==> config.mk <==
export PLATFORM = sky130hd
export DESIGN_NAME = demux_deser
export DESIGN_NICKNAME = d
export VERILOG_FILES = /design/src/rtl/demux_pkg.sv /design/src/rtl/demux_slot_ctr.sv /design/src/rtl/demux_deser.sv
export SDC_FILE = /design/constraint.sdc
export NUM_CORES = 1
export LEC_CHECK = 0
export ABC_CLOCK_PERIOD_IN_PS = 1900
export CORE_MARGIN = 10
export CORE_UTILIZATION = 30
export CTS_CLUSTER_DIAMETER = 80
export DETAILED_ROUTE_END_ITERATION = 10
export GPL_ROUTABILITY_DRIVEN = 0
export GPL_TIMING_DRIVEN = 1
export PLACE_DENSITY_LB_ADDON = 0.25
export SETUP_SLACK_MARGIN = 0.3
export SLEW_MARGIN = 20
export SYNTH_ARGS = -nofsm -noshare
export SYNTH_HDL_FRONTEND = slang
export SYNTH_SLANG_ARGS = --single-unit
==> constraint.sdc <==
create_clock -name clk -period 1.9 [get_ports clk]
set_input_delay 0.38 -clock clk [delete_from_list [all_inputs] [get_ports clk]]
set_output_delay 0.38 -clock clk [all_outputs]
set_load 0.05 [all_outputs]
==> src/rtl/demux_pkg.sv <==
// Shared constants and bit-order mapping for the serial-to-parallel demux.
// Define DEMUX_DESER_MSB_FIRST_EN to fill words MSB-first instead of LSB-first.
package demux_pkg;

  localparam int unsigned DEF_WIDTH = 8;
  localparam int unsigned DEF_SEL_W = $clog2(DEF_WIDTH);

  // Map the slot counter value to the shadow bit it fills.
  function automatic int unsigned slot_of(input int unsigned sel, input int unsigned width);
`ifdef DEMUX_DESER_MSB_FIRST_EN
    return width - 1 - sel;
`else
    return sel + (width - width);
`endif
  endfunction

endpackage

==> src/rtl/demux_slot_ctr.sv <==
// Wrapping slot counter: selects the next shadow slot and flags the final slot.
module demux_slot_ctr
  import demux_pkg::*;
#(
  parameter int unsigned WIDTH = DEF_WIDTH,
  parameter int unsigned SEL_W = $clog2(WIDTH)
) (
  input  logic             clk,
  input  logic             rst_n,
  input  logic             inc,
  input  logic             clr,
  output logic [SEL_W-1:0] sel,
  output logic             last
);

  assign last = (sel == SEL_W'(WIDTH - 1));

  // clr has priority so an abort always restarts the word at slot 0
  always_ff @(posedge clk or negedge rst_n) begin
    if (!rst_n) begin
      sel <= '0;
    end else if (clr) begin
      sel <= '0;
    end else if (inc) begin
      sel <= last ? '0 : sel + SEL_W'(1);
    end
  end

endmodule

==> src/rtl/demux_deser.sv <==
// Serial-to-parallel demux: steers accepted bits into a shadow word and hands
// completed words out on a one-deep valid/ready register.
// Bit order set by DEMUX_DESER_MSB_FIRST_EN (undefined: LSB-first).
module demux_deser
  import demux_pkg::*;
#(
  parameter int unsigned WIDTH = DEF_WIDTH,
  parameter int unsigned SEL_W = $clog2(WIDTH)
) (
  input  logic             clk,
  input  logic             rst_n,
  input  logic             bit_in,
  input  logic             bit_vld,
  output logic             bit_rdy,
  input  logic             clr,
  output logic [SEL_W-1:0] sel,
  output logic [WIDTH-1:0] out,
  output logic             out_vld,
  input  logic             out_rdy
);

  logic [WIDTH-1:0] shadow;
  logic [WIDTH-1:0] merged;
  logic [SEL_W-1:0] slot_idx;
  logic             last;
  logic             accept;
  logic             complete;
  logic             drain;

  demux_slot_ctr #(
    .WIDTH (WIDTH),
    .SEL_W (SEL_W)
  ) u_slot_ctr (
    .clk   (clk),
    .rst_n (rst_n),
    .inc   (accept),
    .clr   (clr),
    .sel   (sel),
    .last  (last)
  );

  // The final bit waits only if the output register is full and not draining
  assign bit_rdy  = !(last && out_vld && !out_rdy);
  assign accept   = bit_vld && bit_rdy && !clr;
  assign complete = accept && last;
  assign drain    = out_vld && out_rdy;
  assign slot_idx = SEL_W'(slot_of(32'(sel), WIDTH));

  always_comb begin
    merged           = shadow;
    merged[slot_idx] = bit_in;
  end

  always_ff @(posedge clk or negedge rst_n) begin
    if (!rst_n) begin
      shadow <= '0;
    end else if (clr || complete) begin
      shadow <= '0;
    end else if (accept) begin
      shadow <= merged;
    end
  end

  // A completion in the same cycle as a drain reloads and keeps out_vld high
  always_ff @(posedge clk or negedge rst_n) begin
    if (!rst_n) begin
      out     <= '0;
      out_vld <= 1'b0;
    end else if (complete) begin
      out     <= merged;
      out_vld <= 1'b1;
    end else if (drain) begin
      out_vld <= 1'b0;
    end
  end

endmodule

==> impl_results.md <==
* Outcome: complete, no violations
* Antenna violations before repair at 0
* Layout cell share with drive strength beyond 1 at 52.3%
* Dpl cell area at 1280 um2
* GR Overflow Total at 0
* Cell Int Power at 0.611 mW
* Clock Latency Late Sink at 0.29 ns
* Combinational share of power at 16.4%
* Yosys top cell area share at 49.0%
* Fin crit period at 1.74 ns
* Sw frac at 25.5%
* Max-cap viol count at 0
* Synth unique cells at 26
* Vias/cell at 4.61
* Number of global-route vias before repair at 790
* Drt drc at 0
* Cell Rows at 21
* Fin nets at 120
* Min-delay worst type: input pin to async pin
* Root buffer cell: clkbuf_4
* Synth area leader: dfrtp_1
* VDD IR max at 0.420 mV
* Max Slew Vio Count at 0
* Post-synthesis sequential area ratio at 49.0%
* Mapped cell area at 1020 um2
* Xor-xnor portion of the synthesized cell area at 0%
* Routed vias at 724
* LEAKAGE at 0.738 nW
* Mapped Cells at 79
* Pwr dens at 550 nW/um2
* Register area at 504 um2
* NetSw at 0.209 mW
* Area of the multi-input gates at 544 um2
* H-tree depth at 1
* Final period utilization at 91.4%
* Simple-Gate Fraction of Synth Area at 12.5%
* Clock sinks at 20
* Most frequent cells in the layout: buf_4, dfrtp_1, mux2i_1, o2bb2ai_2, inv_1
* Worst EP arrival at 1.36 ns
* Clock tree buffer depth at 2
* Largest net degree at the start of global routing at 21
* Die width at 78.3 um
* Adder-Cell Fraction of Synth Area at 2.45%
* Avg Cell Area, Syn at 12.9 um2
* Warnings from Yosys at 0
* Detail Route Antenna Nets at 0
* Clock Skews at 0.00431 ns
* IO buf count at 18
* Core Util, Final at 45.1%
* Worst relative slew slack at 82.1%
* First-pass DRT Iterations at 4
* RSZ-0062 raised after global routing: yes
* Die area at 6140 um2
* First-pass GRT wire length at 3880 um
* Worst-margin pin slew at 0.262 ns
* Avg WL per Cell at 14.8 um
* Clock-pin slew on the worst setup and hold paths at 0.11 ns
* Synth area leaders: dfrtp_1, mux2i_1, mux2_4, o2bb2ai_1, nand3b_4
* Synth Net Count at 87
* Final setup vio count at 0
* N_diodes at 0
* Sequential Power Share at 53.7%
* Worst Path Class, Setup: register to primary output
* TritonCTS clock tree: built
* Starting Density at 30.8%
* I/O pin count at 19
* CP Capture Type: primary output
* GR Util All Layers at 7.89%
* TritonCTS buffer count at 3
* DP Wirelength at 1590 um
* Worst Path Required at 1.52 ns
* Yosys reg bits at 20
* CP max FO at 2
* Initial DRC Count at 25
* Hold slack at 0.410 ns
* Fillers at 334
* Layout area overhead at 46.2%
* Final hold violation count at 0
* Complex-gate fraction of the synthesized area at 10.2%
* Cts-stage hold buffer count at 0
* Core area at 3310 um2
* DIE HEIGHT at 78.3 um
* Largest family of logic cells by synthesized area: multiplexers
* Crit start category: register
* Total non-filler cell area in the finished layout at 1490 um2
* Most common cell after layout, fill and taps aside: buf_4
* Total Wirelength at 2330 um
* Clock power share at 29.8%
* Fmax at 0.576 GHz
* Multiplexer share of the synthesized area at 18.8%
## worst paths after layout
check	from	endpoint	slack, ns	cells past startpoint
setup / recovery	u_slot_ctr.sel[1]	bit_rdy	0.16	4
hold / removal	rst_n	u_slot_ctr.sel[1]	0.41	2
setup reg to reg	u_slot_ctr.sel[1]	u_slot_ctr.sel[0]	0.19	8
hold reg to reg	shadow[4]	shadow[4]	0.51	1
max in group asynchronous	rst_n	u_slot_ctr.sel[2]	1.27	2
min in group clk	shadow[4]	shadow[4]	0.51	1
## metrics by stage
stage	TNS [ns]	std cells	worst slack, ns	total power [mW]
6_report	0	157	0.164	0.820
5_1_grt	0	157	0.0982	0.874
4_1_cts	0	157	0.146	0.832
3_5_place_dp	0	144	0.105	0.562
3_3_place_gp	0	144	0.108	0.561
2_1_floorplan	-0.674	79	-0.0914	0.519
## synthesized netlist by cell type
cell type  instances
dfrtp_1           20
mux2i_1           12
inv_1              6
o2bb2ai_1          6
mux2_4             4
buf_6              3
nor3b_1            3
a22o_1             2
ha_1               2
nand2_1            2
nand3_1            2
nand3b_1           2
nand3b_4           2
a21bo_2            1
a21oi_1            1
a21oi_2            1
a22o_2             1
and3_1             1
buf_2              1
buf_4              1
inv_2              1
mux2_2             1
nand2b_1           1
nor2b_1            1
nor3_1             1
or3b_1             1
## critical path: stages (launching register included)
cell      delay (ns)
dfrtp_2         0.44
ha_4            0.17
ha_4            0.15
nand3b_1        0.14
buf_12          0.16
## routing by layer
layer	global-route usage, %	part of all wire, %	wire (um)
met1	9.87	45	1050
met2	12.6	48	1120
met3	2.73	6.4	150
met4	2.15	0.60	14
met5	0	0	0
## cell families after synthesis
family	after synthesis
DFF	20
muxes	17
and+or+nand+nor	16
AOI/OAI and AO/OA	12
buffers and inverters	12
adders and majority gates	2
## flip-flops by register name (all words and copies together) (netlist names)
name	cells
u_slot_ctr.sel	3
out_vld	1
shadow	8
out	8
## power groups by stage
| stage | sequential, mW | combinational [mW] | clock (mW) |
|---|---|---|---|
| 2_1_floorplan | 0.466 | 0.0533 | 0 |
| 3_3_place_gp | 0.454 | 0.107 | 0 |
| 3_5_place_dp | 0.454 | 0.107 | 0 |
| 4_1_cts | 0.441 | 0.134 | 0.257 |
| 5_1_grt | 0.442 | 0.146 | 0.286 |
| 6_report | 0.441 | 0.135 | 0.245 |
## final cells by class
class | instances | area share, %
tap | 46 | 3.86
clock buffer | 4 | 2.43
timing repair buffer | 33 | 21.7
inverter | 7 | 1.76
sequential | 20 | 33.8
multi-input combinational | 47 | 36.5
## what timing repair did
| action | in CTS | in global routing |
|---|---|---|
| cloned | 1 | 0 |
| endpoints found under the setup margin | 11 | 20 |
| pin swaps | 7 | 4 |
| setup buffers | 8 | 0 |
| gates resized for setup | 8 | 10 |
No activity file was read; power rests on OpenSTA's default activity.
